==> config.mk <==
export PLATFORM = sky130hd
export DESIGN_NAME = mem_arbiter_flat
export DESIGN_NICKNAME = d
export VERILOG_FILES = /design/src/rtl/mem_arbiter_if.sv /design/src/rtl/mem_arbiter.sv /design/src/flat_wrapper.sv
export SDC_FILE = /design/constraint.sdc
export NUM_CORES = 1
export LEC_CHECK = 0
export ABC_AREA = 1
export ABC_CLOCK_PERIOD_IN_PS = 2300
export BUFFER_PORTS_ARGS = -buffer_cell sky130_fd_sc_hd__buf_2
export CAP_MARGIN = 20
export CORE_UTILIZATION = 48
export CTS_CLUSTER_DIAMETER = 120
export DETAILED_ROUTE_END_ITERATION = 8
export GPL_TIMING_DRIVEN = 0
export PLACE_DENSITY_LB_ADDON = 0.15
export SYNTH_ARGS = -nofsm -noshare
export SYNTH_HDL_FRONTEND = slang
export SYNTH_SLANG_ARGS = --single-unit
export TNS_END_PERCENT = 50
==> constraint.sdc <==
create_clock -name i_w_clk -period 2.3 [get_ports i_w_clk]
set_input_delay 0.115 -clock i_w_clk [delete_from_list [all_inputs] [get_ports i_w_clk]]
set_output_delay 0.115 -clock i_w_clk [all_outputs]
set_load 0.01 [all_outputs]
==> src/rtl/mem_arbiter_if.sv <==
// Request/response and memory-side signals of the two-requester memory arbiter.
// slave: arbiter side; master: requesters plus RAM side (testbench / CPU).
interface mem_arbiter_if #(
   parameter int unsigned p_data_width    = 16,
   parameter int unsigned p_address_width = 10
);
   logic                       i_w_req0;
   logic                       i_w_we0;
   logic [p_address_width-1:0] i_w_addr0;
   logic [p_data_width-1:0]    i_w_wdata0;
   logic                       o_w_ack0;
   logic [p_data_width-1:0]    o_w_rdata0;

   logic                       i_w_req1;
   logic                       i_w_we1;
   logic [p_address_width-1:0] i_w_addr1;
   logic [p_data_width-1:0]    i_w_wdata1;
   logic                       o_w_ack1;
   logic [p_data_width-1:0]    o_w_rdata1;

   logic                       o_w_mem_cs;
   logic                       o_w_mem_we;
   logic [p_address_width-1:0] o_w_mem_addr;
   logic [p_data_width-1:0]    o_w_mem_wdata;
   logic [p_data_width-1:0]    i_w_mem_rdata;

   modport slave (
      input  i_w_req0, i_w_we0, i_w_addr0, i_w_wdata0,
      output o_w_ack0, o_w_rdata0,
      input  i_w_req1, i_w_we1, i_w_addr1, i_w_wdata1,
      output o_w_ack1, o_w_rdata1,
      output o_w_mem_cs, o_w_mem_we, o_w_mem_addr, o_w_mem_wdata,
      input  i_w_mem_rdata
   );

   modport master (
      output i_w_req0, i_w_we0, i_w_addr0, i_w_wdata0,
      input  o_w_ack0, o_w_rdata0,
      output i_w_req1, i_w_we1, i_w_addr1, i_w_wdata1,
      input  o_w_ack1, o_w_rdata1,
      input  o_w_mem_cs, o_w_mem_we, o_w_mem_addr, o_w_mem_wdata,
      output i_w_mem_rdata
   );
endinterface

==> src/rtl/mem_arbiter.sv <==
// Round-robin arbiter sharing one single-port synchronous RAM between two requesters.
// Optional per-requester completion counters when MEM_ARB_PERF_CNT_EN is defined.
module mem_arbiter #(
   parameter int unsigned p_data_width    = 16,
   parameter int unsigned p_address_width = 10
`ifdef MEM_ARB_PERF_CNT_EN
   ,
   parameter int unsigned p_cnt_width     = 16
`endif
) (
   input logic          i_w_clk,
   input logic          i_w_reset,
   mem_arbiter_if.slave bus
`ifdef MEM_ARB_PERF_CNT_EN
   ,
   output logic [p_cnt_width-1:0] o_w_cnt0,
   output logic [p_cnt_width-1:0] o_w_cnt1
`endif
);

   typedef enum logic [1:0] {
      StIdle   = 2'd0,
      StAccess = 2'd1,
      StResp   = 2'd2
   } state_e;

   state_e                     state_q, state_d;
   logic                       last_grant_q, last_grant_d;
   logic                       win_q, win_d;
   logic                       we_q, we_d;
   logic [p_address_width-1:0] addr_q, addr_d;
   logic [p_data_width-1:0]    wdata_q, wdata_d;
   logic [p_data_width-1:0]    rdata0_q, rdata0_d;
   logic [p_data_width-1:0]    rdata1_q, rdata1_d;
   logic                       grant;
   logic                       ack0, ack1;

   // On a tie the requester that was not served last wins.
   assign grant = (bus.i_w_req0 & bus.i_w_req1) ? ~last_grant_q : bus.i_w_req1;

   always_comb begin
      state_d      = state_q;
      last_grant_d = last_grant_q;
      win_d        = win_q;
      we_d         = we_q;
      addr_d       = addr_q;
      wdata_d      = wdata_q;
      rdata0_d     = rdata0_q;
      rdata1_d     = rdata1_q;
      case (state_q)
         StIdle: begin
            if (bus.i_w_req0 | bus.i_w_req1) begin
               win_d   = grant;
               we_d    = grant ? bus.i_w_we1    : bus.i_w_we0;
               addr_d  = grant ? bus.i_w_addr1  : bus.i_w_addr0;
               wdata_d = grant ? bus.i_w_wdata1 : bus.i_w_wdata0;
               state_d = StAccess;
            end
         end
         StAccess: state_d = StResp;
         StResp: begin
            if (!we_q) begin
               if (win_q) rdata1_d = bus.i_w_mem_rdata;
               else       rdata0_d = bus.i_w_mem_rdata;
            end
            last_grant_d = win_q;
            state_d      = StIdle;
         end
         default: state_d = StIdle;
      endcase
   end

   always_ff @(posedge i_w_clk or posedge i_w_reset) begin
      if (i_w_reset) begin
         state_q      <= StIdle;
         last_grant_q <= 1'b1;
         win_q        <= 1'b0;
         we_q         <= 1'b0;
         addr_q       <= '0;
         wdata_q      <= '0;
         rdata0_q     <= '0;
         rdata1_q     <= '0;
      end else begin
         state_q      <= state_d;
         last_grant_q <= last_grant_d;
         win_q        <= win_d;
         we_q         <= we_d;
         addr_q       <= addr_d;
         wdata_q      <= wdata_d;
         rdata0_q     <= rdata0_d;
         rdata1_q     <= rdata1_d;
      end
   end

   assign ack0 = (state_q == StResp) & ~win_q;
   assign ack1 = (state_q == StResp) &  win_q;

   assign bus.o_w_ack0      = ack0;
   assign bus.o_w_ack1      = ack1;
   assign bus.o_w_mem_cs    = (state_q == StAccess);
   assign bus.o_w_mem_we    = (state_q == StAccess) & we_q;
   assign bus.o_w_mem_addr  = addr_q;
   assign bus.o_w_mem_wdata = wdata_q;

   // Read data is forwarded straight from the RAM during the ack cycle.
   assign bus.o_w_rdata0 = (ack0 & ~we_q) ? bus.i_w_mem_rdata : rdata0_q;
   assign bus.o_w_rdata1 = (ack1 & ~we_q) ? bus.i_w_mem_rdata : rdata1_q;

`ifdef MEM_ARB_PERF_CNT_EN
   logic [p_cnt_width-1:0] cnt0_q, cnt1_q;

   always_ff @(posedge i_w_clk or posedge i_w_reset) begin
      if (i_w_reset) begin
         cnt0_q <= '0;
         cnt1_q <= '0;
      end else begin
         if (ack0 && (cnt0_q != '1)) cnt0_q <= cnt0_q + 1'b1;
         if (ack1 && (cnt1_q != '1)) cnt1_q <= cnt1_q + 1'b1;
      end
   end

   assign o_w_cnt0 = cnt0_q;
   assign o_w_cnt1 = cnt1_q;
`endif

endmodule

==> src/flat_wrapper.sv <==
// flat-port wrapper written by rule: the top's interface ports become plain ports
module mem_arbiter_flat 
#(
   parameter int unsigned p_data_width    = 16,
   parameter int unsigned p_address_width = 10

)
  (i_w_clk, i_w_reset, bus_i_w_req0, bus_i_w_we0, bus_i_w_addr0, bus_i_w_wdata0, bus_o_w_ack0, bus_o_w_rdata0, bus_i_w_req1, bus_i_w_we1, bus_i_w_addr1, bus_i_w_wdata1, bus_o_w_ack1, bus_o_w_rdata1, bus_o_w_mem_cs, bus_o_w_mem_we, bus_o_w_mem_addr, bus_o_w_mem_wdata, bus_i_w_mem_rdata);
  mem_arbiter_if #(.p_data_width(p_data_width), .p_address_width(p_address_width)) bus_i ();
  input logic i_w_clk;
  input logic i_w_reset;
  input wire logic [$bits(bus_i.i_w_req0)-1:0] bus_i_w_req0;
  input wire logic [$bits(bus_i.i_w_we0)-1:0] bus_i_w_we0;
  input wire logic [$bits(bus_i.i_w_addr0)-1:0] bus_i_w_addr0;
  input wire logic [$bits(bus_i.i_w_wdata0)-1:0] bus_i_w_wdata0;
  output wire logic [$bits(bus_i.o_w_ack0)-1:0] bus_o_w_ack0;
  output wire logic [$bits(bus_i.o_w_rdata0)-1:0] bus_o_w_rdata0;
  input wire logic [$bits(bus_i.i_w_req1)-1:0] bus_i_w_req1;
  input wire logic [$bits(bus_i.i_w_we1)-1:0] bus_i_w_we1;
  input wire logic [$bits(bus_i.i_w_addr1)-1:0] bus_i_w_addr1;
  input wire logic [$bits(bus_i.i_w_wdata1)-1:0] bus_i_w_wdata1;
  output wire logic [$bits(bus_i.o_w_ack1)-1:0] bus_o_w_ack1;
  output wire logic [$bits(bus_i.o_w_rdata1)-1:0] bus_o_w_rdata1;
  output wire logic [$bits(bus_i.o_w_mem_cs)-1:0] bus_o_w_mem_cs;
  output wire logic [$bits(bus_i.o_w_mem_we)-1:0] bus_o_w_mem_we;
  output wire logic [$bits(bus_i.o_w_mem_addr)-1:0] bus_o_w_mem_addr;
  output wire logic [$bits(bus_i.o_w_mem_wdata)-1:0] bus_o_w_mem_wdata;
  input wire logic [$bits(bus_i.i_w_mem_rdata)-1:0] bus_i_w_mem_rdata;
  assign bus_i.i_w_req0 = bus_i_w_req0;
  assign bus_i.i_w_we0 = bus_i_w_we0;
  assign bus_i.i_w_addr0 = bus_i_w_addr0;
  assign bus_i.i_w_wdata0 = bus_i_w_wdata0;
  assign bus_o_w_ack0 = bus_i.o_w_ack0;
  assign bus_o_w_rdata0 = bus_i.o_w_rdata0;
  assign bus_i.i_w_req1 = bus_i_w_req1;
  assign bus_i.i_w_we1 = bus_i_w_we1;
  assign bus_i.i_w_addr1 = bus_i_w_addr1;
  assign bus_i.i_w_wdata1 = bus_i_w_wdata1;
  assign bus_o_w_ack1 = bus_i.o_w_ack1;
  assign bus_o_w_rdata1 = bus_i.o_w_rdata1;
  assign bus_o_w_mem_cs = bus_i.o_w_mem_cs;
  assign bus_o_w_mem_we = bus_i.o_w_mem_we;
  assign bus_o_w_mem_addr = bus_i.o_w_mem_addr;
  assign bus_o_w_mem_wdata = bus_i.o_w_mem_wdata;
  assign bus_i.i_w_mem_rdata = bus_i_w_mem_rdata;
  mem_arbiter #(.p_data_width(p_data_width), .p_address_width(p_address_width)) u_core (.i_w_clk(i_w_clk), .i_w_reset(i_w_reset), .bus(bus_i));
endmodule
==> flow_metrics.tcl <==
set metrics [dict create \
    wl_met2_um 3700 \
    seq_area_frac_synth_pct 49.3 \
    cts-buffers-inserted 9 \
    post_synth_and_or_nand_nor_area_fraction_pct 38.5 \
    setup_viol 0 \
    final_net_count 649 \
    timing.max_cap.violations 0 \
    cell_count_after_synthesis 427 \
    slowest_delay_ns 0.43 \
    placement.setup.worst_slack_ns 0.849 \
    clkSinkCount 63 \
    post_synth_fa_ha_maj_area_fraction_pct 0 \
    timing.setup.critical_path_class "register to primary output" \
    die_width_um 83.7 \
    syn_nets 501 \
    via_count_of_the_first_global_routing_pass 3012 \
    cts_tree "done" \
    post_cts_resized 0 \
    dominant_combinational_cell_family_by_area_after_synthesis "simple AND/OR/NAND/NOR gates" \
    area.growth.synth_to_final_pct 31.3 \
    topRoutingLayerUsed "met4" \
    boundaryPins 136 \
    cp-start-kind "register" \
    ys_types 21 \
    grt_overflow 0 \
    finalCriticalPeriod_ns 1.82 \
    timing.final.ws_setup_ns 0.485 \
    final_design_area_no_fill_sq_um 4210 \
    flip_flop_and_latch_count_after_synthesis 63 \
    grt_use_total_pct 24.0 \
    slowest_stage_cell_on_the_critical_path "sky130_fd_sc_hd__dfrtp_1" \
    synth-edff-count 0 \
    totalPowerFinal_mw 5.55 \
    route.antenna.remaining_nets 0 \
    fillCellCount 602 \
    route.met3.wl_um 525 \
    antenna_found_initial 0 \
    dieArea_sq_um 7000 \
    synth.avg_cell_area_sq_um 7.50 \
    worst_r2r_path_depth 6 \
    port_buffers 135 \
    worstPathCellList "nor2_2 -> buf_2 -> nand3_1 -> nand2_1 -> buf_2" \
    clkLatencyLatePin_ns 0.34 \
    min_delay_src "bus_i_w_mem_rdata[7]" \
    min_to "u_core.rdata0_q[7]" \
    synth_top_cells_by_area "sky130_fd_sc_hd__dfrtp_1 (48%), sky130_fd_sc_hd__nand2_1 (21%), sky130_fd_sc_hd__nand3_1 (11%)" \
    netlist_area_sq_um 3200 \
    max_slew.worst_pin.slew_ns 0.582 \
    dpl.hpwl_um 5790 \
    cellLeakagePower_nw 2.66 \
    viasPerCell 4.84 \
    vias 3177 \
    cts.clk_slew.worst_paths_ns 0.07 \
    initial_utilization_pct 50.2 \
    drt_iter0_markers 129 \
    postSynth.asyncResetShare_pct 100 \
    clock_tree.htree_level_count 3 \
    worstSetupEndpointType "primary output" \
    outcome "complete, no violations" \
    routed_wire_length_per_instance_um 11.8 \
    finalHoldViolCount 0 \
    synth_warnings 0 \
    worst-path-max-fanout 10 \
    finalWirelength_um 7760 \
    cts.root.buffer_cell "sky130_fd_sc_hd__clkbuf_8" \
    synth_top_area_share_pct 48.4 \
    timing.critical_path.mode_cell "sky130_fd_sc_hd__buf_2" \
    timing.max_slew.rel_slack_pct 61.1 \
    final_layout_size_suffix_gt1_share_pct 31.6 \
    ir_worst_vdd_uv 678 \
    yosys.area_share.xor_xnor_pct 0 \
    max-clock-path-buffers 2 \
    grt_first_pass_wirelength_um 13300 \
    timing.fmax_mhz 551 \
    pwr_density_cell_nw_per_um2 1320 \
    min_delay_path_depth 3 \
    die_height_um 83.7 \
    critical_path.reg2reg.startpoint "u_core.last_grant_q" \
    maxSlewViolCount 0 \
    drt-met1-wl_um 3410 \
    largest_net_degree_at_the_start_of_global_routing 38 \
    critPathRequiredTime_ns 2.18 \
    clock_skew_ns 0.00918 \
    setup_slack_of_the_worst_register_to_register_path_ns 0.87 \
    synth_compound_area_share_pct 0.430 \
    muxShareOfSynthArea_pct 0 \
    grt_setup_unrepaired "no" \
    core_sq_um 6390 \
    worst_hold_path_type "input pin to register" \
    synth_top_cell_by_area "sky130_fd_sc_hd__dfrtp_1" \
    drc 0 \
    timing.rr.end "u_core.bus.o_w_mem_addr[2]" \
    gp_routability_congestion 0.817 \
    core.rowCount 29 \
    synth.most_common_cell "sky130_fd_sc_hd__nand2_1" \
    synth.top_cells.by_count "sky130_fd_sc_hd__nand2_1 (181), sky130_fd_sc_hd__nand3_1 (70), sky130_fd_sc_hd__dfrtp_1 (62)" \
    ys_dominant_reg_cell "sky130_fd_sc_hd__dfrtp_1" \
    drtPass1Iterations 4 \
    arrival_ns 1.70 \
    postPlaceCellArea_sq_um 4000 \
    n_antenna_cell 0 \
    period_share_pct 78.9 \
]
## critical path, delay by kind of cell, from the launching register on
| family | cells | cell delay [ns] |
|---|---|---|
| AND/OR/NAND/NOR | 3 | 0.51 |
| flip-flops | 1 | 0.43 |
| buffers and inverters | 2 | 0.43 |
## where the power goes
group	leakage (nW)	internal, mW	switching (mW)
logic	1.79	1.01	1.63
registers	0.763	1.67	0.254
clock network	0.0996	0.559	0.420
## sequential cells by signal, summed over array words and instances (netlist names)
signal	flops
u_core.rdata1_q	16
u_core.bus.o_w_mem_wdata	16
u_core.last_grant_q	1
u_core.bus.o_w_mem_addr	10
u_core.win_q	1
u_core.state_q	2
u_core.rdata0_q	16
u_core.we_q	1
## layer usage
metal | vias up | global-route usage, %
li1 | 1611 | -
met1 | 1457 | 29.9
met5 | - | 0
met3 | 9 | 6.13
met4 | 0 | 8.78
met2 | 100 | 40.2
## cell families after synthesis
kind of cell | after synthesis
DFF | 63
buffers and inverters | 81
and+or+nand+nor | 281
AOI/OAI and AO/OA | 2
## cell type report
cell class	count	area, sq um	share of cell area (%)
inverters	60	225	5.35
multi-input cells	283	1250	29.7
plain buffers	21	153	3.63
clock buffers	13	159	3.78
well taps	77	96.3	2.29
clock inverters	3	42.5	1.01
repair buffers	137	706	16.8
flip-flops and latches	63	1580	37.5
## through the flow
step                hold slack (ns)  util (%)  setup TNS [ns]  cells
finish                       0.0552      65.9               0    657
global route                 0.0669      65.9               0    657
CTS                          0.0409      65.9               0    657
detailed placement            0.217      62.6               0    640
global placement              0.394      62.2          -13.93    639
floorplan                     0.284         -               0    427
## layout by cell type, fill, tap and decap left out, types with 3 or more instances in the layout
cell type                  count
sky130_fd_sc_hd__nor2_1        5
sky130_fd_sc_hd__buf_4         7
sky130_fd_sc_hd__dfrtp_1      62
sky130_fd_sc_hd__inv_1        56
sky130_fd_sc_hd__clkbuf_1      3
sky130_fd_sc_hd__buf_6         5
sky130_fd_sc_hd__inv_2         3
sky130_fd_sc_hd__nand2_1     181
sky130_fd_sc_hd__nand4_1      16
sky130_fd_sc_hd__nand3_1      70
sky130_fd_sc_hd__nand2_2       4
sky130_fd_sc_hd__buf_2       143
sky130_fd_sc_hd__clkbuf_8     11
## worst max path at each step
| stage | depth (start not counted) | endpoint | startpoint |
|---|---|---|---|
| final | 5 | bus_o_w_rdata0[2] | u_core.win_q |
| after floorplan | 1 | u_core.bus.o_w_mem_addr[0] | i_w_reset |
| after global routing | 6 | bus_o_w_rdata1[10] | u_core.we_q |
| after detailed placement | 5 | bus_o_w_rdata0[2] | u_core.win_q |
| after global placement | 2 | u_core.rdata0_q[6] | i_w_reset |
| after CTS | 5 | bus_o_w_rdata0[2] | u_core.win_q |
## timing repair
item                       in CTS  in global routing
hold endpoints to repair       25                  0
hold buffers                    1                  0
setup buffers                   0                  0
setup endpoints to repair       0                  0
No activity file was read; power rests on OpenSTA's default activity.
